`config.mk`:
```
export PLATFORM = sky130hd
export DESIGN_NAME = cache_arbiter_flat
export DESIGN_NICKNAME = d
export VERILOG_FILES = /design/src/rtl/cache_arbiter_if.sv /design/src/rtl/cache_arbiter.sv /design/src/flat_wrapper.sv
export SDC_FILE = /design/constraint.sdc
export NUM_CORES = 1
export LEC_CHECK = 0
export BUFFER_PORTS_ARGS = -buffer_cell sky130_fd_sc_hd__buf_2
export CAP_MARGIN = 15
export CORE_AREA = 2 2 541 543
export CTS_CLUSTER_DIAMETER = 80
export DETAILED_ROUTE_END_ITERATION = 8
export DIE_AREA = 0 0 543 545
export PLACE_DENSITY_LB_ADDON = 0.1
export SLEW_MARGIN = 20
export SYNTH_ARGS = -nofsm -noshare
export SYNTH_HDL_FRONTEND = slang
export SYNTH_SLANG_ARGS = --single-unit
```
`constraint.sdc`:
```
create_clock -name clk -period 4.1 [get_ports clk]
set_clock_uncertainty 0.1 [all_clocks]
set_input_delay 0.615 -clock clk [delete_from_list [all_inputs] [get_ports clk]]
set_output_delay 0.615 -clock clk [all_outputs]
set_load 0.02 [all_outputs]
```
`src/rtl/cache_arbiter_if.sv`:
```
// Bundle of the instruction-cache, data-cache and physical-memory signals seen by cache_arbiter.
// The master modport is the arbiter's view; slave is the caches-plus-memory view.
interface cache_arbiter_if #(
  parameter int s_line = 256
);
  logic              i_pmem_read;
  logic [31:0]       i_pmem_address;
  logic [s_line-1:0] i_pmem_rdata;
  logic              i_pmem_resp;

  logic              d_pmem_read;
  logic              d_pmem_write;
  logic [31:0]       d_pmem_address;
  logic [s_line-1:0] d_pmem_wdata;
  logic [s_line-1:0] d_pmem_rdata;
  logic              d_pmem_resp;

  logic              mem_read;
  logic              mem_write;
  logic [31:0]       mem_address;
  logic [s_line-1:0] mem_wdata;
  logic [s_line-1:0] mem_rdata;
  logic              mem_resp;

  modport master (
    input  i_pmem_read, i_pmem_address,
    input  d_pmem_read, d_pmem_write, d_pmem_address, d_pmem_wdata,
    input  mem_rdata, mem_resp,
    output i_pmem_rdata, i_pmem_resp,
    output d_pmem_rdata, d_pmem_resp,
    output mem_read, mem_write, mem_address, mem_wdata
  );

  modport slave (
    output i_pmem_read, i_pmem_address,
    output d_pmem_read, d_pmem_write, d_pmem_address, d_pmem_wdata,
    output mem_rdata, mem_resp,
    input  i_pmem_rdata, i_pmem_resp,
    input  d_pmem_rdata, d_pmem_resp,
    input  mem_read, mem_write, mem_address, mem_wdata
  );
endinterface

```
`src/rtl/cache_arbiter.sv`:
```
// Arbitrates I-cache and D-cache line traffic onto one physical memory port.
// Define CACHE_ARBITER_RR_EN for round-robin tie-break; otherwise D wins ties.
module cache_arbiter #(
  parameter int s_line = 256
) (
  input  logic            clk,
  input  logic            rst,
  cache_arbiter_if.master bus
);

  typedef logic [s_line-1:0] line_t;

  typedef enum logic [1:0] {
    IDLE,
    SERVE_I,
    SERVE_D,
    DONE
  } state_e;

  state_e state_q, state_d;
  logic   i_req, d_req, d_wins;
  line_t  mem_wdata_c;

`ifdef CACHE_ARBITER_RR_EN
  logic last_served_d_q, last_served_d_d;

  // On a tie, D is granted only if I was the last one served.
  assign d_wins = d_req & (~i_req | ~last_served_d_q);
`else
  assign d_wins = d_req;
`endif

  assign i_req = bus.i_pmem_read;
  assign d_req = bus.d_pmem_read | bus.d_pmem_write;

  assign bus.i_pmem_rdata = bus.mem_rdata;
  assign bus.d_pmem_rdata = bus.mem_rdata;
  assign bus.mem_wdata    = mem_wdata_c;

  // NOTE: every output of this block gets a default before the case so no
  // path leaves a signal unassigned, which would otherwise infer a latch.
  always_comb begin
    state_d         = state_q;
    bus.mem_read    = 1'b0;
    bus.mem_write   = 1'b0;
    bus.mem_address = '0;
    mem_wdata_c     = '0;
    bus.i_pmem_resp = 1'b0;
    bus.d_pmem_resp = 1'b0;
`ifdef CACHE_ARBITER_RR_EN
    last_served_d_d = last_served_d_q;
`endif

    unique case (state_q)
      IDLE: begin
        if (d_wins) begin
          state_d = SERVE_D;
`ifdef CACHE_ARBITER_RR_EN
          last_served_d_d = 1'b1;
`endif
        end else if (i_req) begin
          state_d = SERVE_I;
`ifdef CACHE_ARBITER_RR_EN
          last_served_d_d = 1'b0;
`endif
        end
      end

      SERVE_I: begin
        bus.mem_read    = bus.i_pmem_read;
        bus.mem_address = bus.i_pmem_address;
        if (bus.mem_resp) begin
          // A completion arriving while reset is held belongs to an aborted transfer.
          bus.i_pmem_resp = ~rst;
          state_d         = DONE;
        end
      end

      SERVE_D: begin
        bus.mem_write   = bus.d_pmem_write;
        bus.mem_read    = bus.d_pmem_read & ~bus.d_pmem_write;
        bus.mem_address = bus.d_pmem_address;
        mem_wdata_c     = bus.d_pmem_wdata;
        if (bus.mem_resp) begin
          bus.d_pmem_resp = ~rst;
          state_d         = DONE;
        end
      end

      DONE:    state_d = IDLE;
      default: state_d = IDLE;
    endcase
  end

  // NOTE: state registers use non-blocking assignments so every flop samples
  // the pre-edge values; reset here is synchronous and only seen at the edge.
  always_ff @(posedge clk) begin
    if (rst) begin
      state_q         <= IDLE;
`ifdef CACHE_ARBITER_RR_EN
      last_served_d_q <= 1'b1;
`endif
    end else begin
      state_q         <= state_d;
`ifdef CACHE_ARBITER_RR_EN
      last_served_d_q <= last_served_d_d;
`endif
    end
  end

endmodule

```
`src/flat_wrapper.sv`:
```
// flat-port wrapper written by rule: the top's interface ports become plain ports
module cache_arbiter_flat 
#(
  parameter int s_line = 256
)
  (clk, rst, bus_i_pmem_read, bus_i_pmem_address, bus_d_pmem_read, bus_d_pmem_write, bus_d_pmem_address, bus_d_pmem_wdata, bus_mem_rdata, bus_mem_resp, bus_i_pmem_rdata, bus_i_pmem_resp, bus_d_pmem_rdata, bus_d_pmem_resp, bus_mem_read, bus_mem_write, bus_mem_address, bus_mem_wdata);
  cache_arbiter_if #(.s_line(s_line)) bus_i ();
  input  logic clk;
  input  logic rst;
  input wire logic [$bits(bus_i.i_pmem_read)-1:0] bus_i_pmem_read;
  input wire logic [$bits(bus_i.i_pmem_address)-1:0] bus_i_pmem_address;
  input wire logic [$bits(bus_i.d_pmem_read)-1:0] bus_d_pmem_read;
  input wire logic [$bits(bus_i.d_pmem_write)-1:0] bus_d_pmem_write;
  input wire logic [$bits(bus_i.d_pmem_address)-1:0] bus_d_pmem_address;
  input wire logic [$bits(bus_i.d_pmem_wdata)-1:0] bus_d_pmem_wdata;
  input wire logic [$bits(bus_i.mem_rdata)-1:0] bus_mem_rdata;
  input wire logic [$bits(bus_i.mem_resp)-1:0] bus_mem_resp;
  output wire logic [$bits(bus_i.i_pmem_rdata)-1:0] bus_i_pmem_rdata;
  output wire logic [$bits(bus_i.i_pmem_resp)-1:0] bus_i_pmem_resp;
  output wire logic [$bits(bus_i.d_pmem_rdata)-1:0] bus_d_pmem_rdata;
  output wire logic [$bits(bus_i.d_pmem_resp)-1:0] bus_d_pmem_resp;
  output wire logic [$bits(bus_i.mem_read)-1:0] bus_mem_read;
  output wire logic [$bits(bus_i.mem_write)-1:0] bus_mem_write;
  output wire logic [$bits(bus_i.mem_address)-1:0] bus_mem_address;
  output wire logic [$bits(bus_i.mem_wdata)-1:0] bus_mem_wdata;
  assign bus_i.i_pmem_read = bus_i_pmem_read;
  assign bus_i.i_pmem_address = bus_i_pmem_address;
  assign bus_i.d_pmem_read = bus_d_pmem_read;
  assign bus_i.d_pmem_write = bus_d_pmem_write;
  assign bus_i.d_pmem_address = bus_d_pmem_address;
  assign bus_i.d_pmem_wdata = bus_d_pmem_wdata;
  assign bus_i.mem_rdata = bus_mem_rdata;
  assign bus_i.mem_resp = bus_mem_resp;
  assign bus_i_pmem_rdata = bus_i.i_pmem_rdata;
  assign bus_i_pmem_resp = bus_i.i_pmem_resp;
  assign bus_d_pmem_rdata = bus_i.d_pmem_rdata;
  assign bus_d_pmem_resp = bus_i.d_pmem_resp;
  assign bus_mem_read = bus_i.mem_read;
  assign bus_mem_write = bus_i.mem_write;
  assign bus_mem_address = bus_i.mem_address;
  assign bus_mem_wdata = bus_i.mem_wdata;
  cache_arbiter #(.s_line(s_line)) u_core (.clk(clk), .rst(rst), .bus(bus_i));
endmodule
```
* Word level (Yosys, flattened, before mapping)
Cells that the tools add are included.
** Cells by class
- Equality and inequality tests :: 5
- Multiplexer cells :: 11
- Bitwise gates (word level) :: 4
- Reductions and logical operators :: 3
** Operator list (number)
- two-way mux 256 bit :: 1
- one-hot mux 32 bit (2 select lines) :: 1
- two-way mux 2 bit :: 3
- one-hot mux 2 bit (3 select lines) :: 1
- equality test 2 bit, second input constant :: 2
- two-way mux 1 bit :: 4
- inequality test 3 x 2 -> 1 bit, second input constant :: 1
- equality test 2 x 1 -> 1 bit, second input constant :: 1
- zero test 2 bit :: 1
- inequality test 2 x 1 -> 1 bit, second input constant :: 1
- inverter 1 bit :: 2
- one-hot mux 1 bit (2 select lines) :: 1
- AND reduction 2 bit :: 1
- OR reduction 2 bit :: 1
- bitwise AND 1 bit :: 1
- OR 1 bit :: 1
** Storage, ports and cells
- Bits in registers :: 2
- Input bits :: 582
- Output and inout bits :: 804
- Logic and storage cells :: 24

* Logic depth before layout (Yosys ltp)
- Depth after elaboration :: 4
- Gate-level depth with buffers :: 6
- Depth with buffers taken out :: 5

* Worst setup path before layout
Ideal clock, no wire load.
- Path kind :: register -> output
- From :: register u_core.state_q[1]
- To :: output bus_mem_address[10]
- Data arrival time :: 1342 ps
- Data required time :: 3385 ps
- Setup slack :: 2043 ps
- Cell stages (with the launch flop) :: 5
- Buffers on the path :: 1
- Cell sequence :: dfxtp_1 > inv_1 > ha_1 > clkbuf_1 > nor2b_1
** On the way
- Cells in the longest elaborated chain, start to end :: 2
- Elaborated cells on any way between the ends :: 3
- Classes of those cells :: eq/ne: 2; mux: 1
** Ends and longest elaborated chain
- start, declared :: RTL line cache_arbiter.sv:20 : state_e state_q, state_d;
- start signal, assigned :: RTL line cache_arbiter.sv:104 : state_q <= state_d;
- equality test 2 bit or equality test 2 x 1 -> 1 bit (tied branches) :: RTL line cache_arbiter.sv:54 : unique case (state_q)
- one-hot mux 32 bit (2 select lines) * :: RTL line cache_arbiter.sv:54
- end, declared :: RTL line flat_wrapper.sv:24 : output wire logic [$bits(bus_i.mem_address)-1:0] bus_mem_address;
Every way passes the cells marked *; elsewhere a longest branch is shown, timed or not.

* Final worst setup path
- From :: register u_core.state_q[0]
- To :: output bus_mem_wdata[140]
** On the way
- Cells in the longest elaborated chain, start to end :: 2
** Ends and longest elaborated chain
- equality test 2 bit :: RTL line cache_arbiter.sv:54
- two-way mux 256 bit :: RTL line cache_arbiter.sv:54
- end, declared :: RTL line flat_wrapper.sv:25 : output wire logic [$bits(bus_i.mem_wdata)-1:0] bus_mem_wdata;
No other way between the ends.

==> summary.md <==
| Metric | Value |
|---|---|
| Status | finished clean |
| Largest Register | u_core.state_q |
| CTS tree | done |
| Top-area cell type share of the netlist area | 0.613 |
| Crit path kind | register to output pin |
| Clock group share of total power | 0.031 |
| Crit share post-route | 0.738 |
| Chip Width | 543 um |
| Dominant cells by area after synthesis | buf_4 (61%), and2_1 (26%), a22oi_1 (3.8%) |
| Top flop regs | u_core.state_q x2 |
| Worst-path fanout max | 102 |
| Most numerous cell in the Yosys netlist | buf_4 |
| Initial drt markers | 320 |
| Simple-gate portion of the synthesized area | 0.301 |
| Commonest cells post-synth | buf_4 (512), and2_1 (257), a22oi_1 (32), nor2b_1 (32), clkbuf_2 (19) |
| Power per cell area | ~460 nW/um^2 |
| Die Y | 545 um |
| Layout cells sized above 1 | 0.648 |
| Crit path launch type | register |
| RD Place Congestion | 0.814 |
| Pin count of the biggest net entering global routing | approximately 100 |
| Gr usage total | 0.0895 |
| Leak pwr | 3.80 nW |
| Port Buf Inserts | a little over 600 |
| Vias post-DR | between 6,000 and 7,000 |
| Async S/R FF share, synth | 0 |
| CP arrival | between 2 and 2.5 ns |
| Combinational Power Share | 0.961 |
| Synth Area in Adders | 0.00798 |
| Io pins | 1,386 |
| Worst slew pin tran | 0.686 ns |
| Cts bufs inserted | 3 |
| Worst min path class | register to register |
| Fin nets | between 1,500 and 2,000 |
| DP Wirelength | between 100 and 150 mm |
| CTS max path bufs | 2 |
| WL/cell | 28.6 um |
| Post-synthesis xor/xnor area fraction | 0 |
| Post-synthesis instance total | 895 |
| P_sw | 3.36 mW |
| R2R Setup Slk | 2.17 ns |
| # rows | approximately 200 |
| Die area | slightly below 300,000 um^2 |
| Final hold viol count | 0 |
| Final setup TNS | 0 ns |
| Slew Limit Fails | 0 |
| FMAX | 331 MHz |
| Flop pwr share | 0.008 |
| Post-CTS Resized | 0 |
| Mux cell area share after synthesis | 0 |
| DRT Pass-1 Iters | 4 |
| WL final | 140 mm |
| Initial core utilization | 0.0216 |
| Overflow after GRT | 0 |
| Drt drc | 0 |
| Compound-Gate Fraction of Synth Area | 0.0427 |
| Post-synth top area cell | buf_4 |
| Unique cell type count in the Yosys netlist | 21 |
| Max reg flops | 2 |
| Post-CTS Setup Bufs | 0 |
| Minimum clock period | 3.02 ns |
| Core Region | roughly 290,000 um^2 |
| Synthesized cell area | ~6300 um^2 |
| CTS root buffer | clkbuf_16 |
| RSZ-0062 raised after global routing | no |
| Commonest register cell after synthesis | dfxtp_1 |
| Ys Warns | 0 |
| Syn Nets | 1,481 |
| CTS H-tree depth | 1 |
| Number of global-route vias before repair | 6,648 |
| Number of synthesized register bits | 2 |
| Max rail drop VDD | 0.224 mV |
| Initial antenna violation count | roughly 150 |
| Clk_lat worst skew | 0.23 ns |
| Main combinational cell family by area after synthesis | buffers and inverters |
| Slew headroom | 0.543 |
| Hold buffer count at CTS | 0 |
| Overall power | 4.82 mW |
| Number of flops mapped to enable cells by yosys | 0 |
| DR vias/cell | 1.41 |
| CP endpoint kind | output pin |
| Area delta synth->final | 66.2% |
| Internal power | 1.46 mW |
| CP required | 3.38 ns |
| Post-synthesis sequential area ratio | 0.00638 |
| Syn Area/Cell | between 7 and 8 um^2 |
| Worst-path clk slew | 0.03 ns |
| Max_cap viols | 0 |
| Switching share of total power | 0.697 |
| Finish-stage setup viols | 0 |
| Antenna-violating nets left | 0 |
| First-pass GRT wire length | between 150 and 200 mm |
| Clock sinks | 2 |
## cell usage in the layout (no fill, tap or decap), drive strengths merged, types with 3 or more instances in the layout
cell	count
buf	626
and2	257
nor2b	33
clkbuf	3
a22oi	32
diode	12
ha	4
## final timing paths
path / from / endpoint / cells past startpoint
max: u_core.state_q[0] / bus_mem_wdata[140] / 5
min: u_core.state_q[1] / u_core.state_q[1] / 2
max reg2reg: u_core.state_q[1] / u_core.state_q[1] / 6
min reg2reg: u_core.state_q[1] / u_core.state_q[1] / 2
## power groups by stage
| stage | Sequential (mW) | Clock [mW] | Combinational, mW |
|---|---|---|---|
| after detailed placement | 0.0405 | 0 | 4.73 |
| after CTS | 0.0406 | 0.150 | 4.74 |
| after global placement | 0.0410 | 0 | 4.76 |
| after global routing | 0.0430 | 0.153 | 4.99 |
| after floorplan | 0.0349 | 0 | 3.03 |
| final | 0.0402 | 0.149 | 4.63 |
## cells by family after synthesis
group / count (synthesis)
AOI/OAI and AO/OA: 37
adders and majority gates: 4
buffers and inverters: 552
DFF: 2
and+or+nand+nor: 300
## metal layers
metal,GRT usage,vias up,share of wire
li1,-,2391,-
met1,0.0646,2720,0.25
met2,0.128,1282,0.39
met3,0.128,458,0.32
met4,0.0300,36,0.044
met5,0,-,0.0019
## critical path, cell delays in order (launching register included)
cell and delay, ns:
dfxtp_1 0.31, inv_1 0.17, ha_4 0.53, buf_12 0.37, and2_1 0.31, buf_2 0.20
## through the flow
stage | hold slack [ns] | utilization | area (um^2) | cells | setup slack [ns]
final | 0.474 | 0.0360 | 10400 | 4886 | 1.08
after global routing | 0.525 | 0.0359 | 10400 | 4876 | 0.867
after CTS | 0.475 | 0.0359 | 10400 | 4874 | 0.944
after detailed placement | 0.452 | 0.0356 | 10300 | 4871 | 1.19
after global placement | 0.454 | 0.0356 | 10300 | 4871 | 1.19
after floorplan | 0.376 | - | 6270 | 895 | 2.04
## final cells by class
cell class | instances | area [um^2]
Antenna cell | 12 | 30.0
Sequential cell | 2 | 40.0
Inverter | 2 | 7.51
Fill cell | 34800 | 280000
Clock buffer | 3 | 75.1
Multi-Input combinational cell | 341 | 2220
Tap cell | 3900 | 4880
Timing Repair Buffer | 626 | 3180
(Power assumes the default switching activity.)
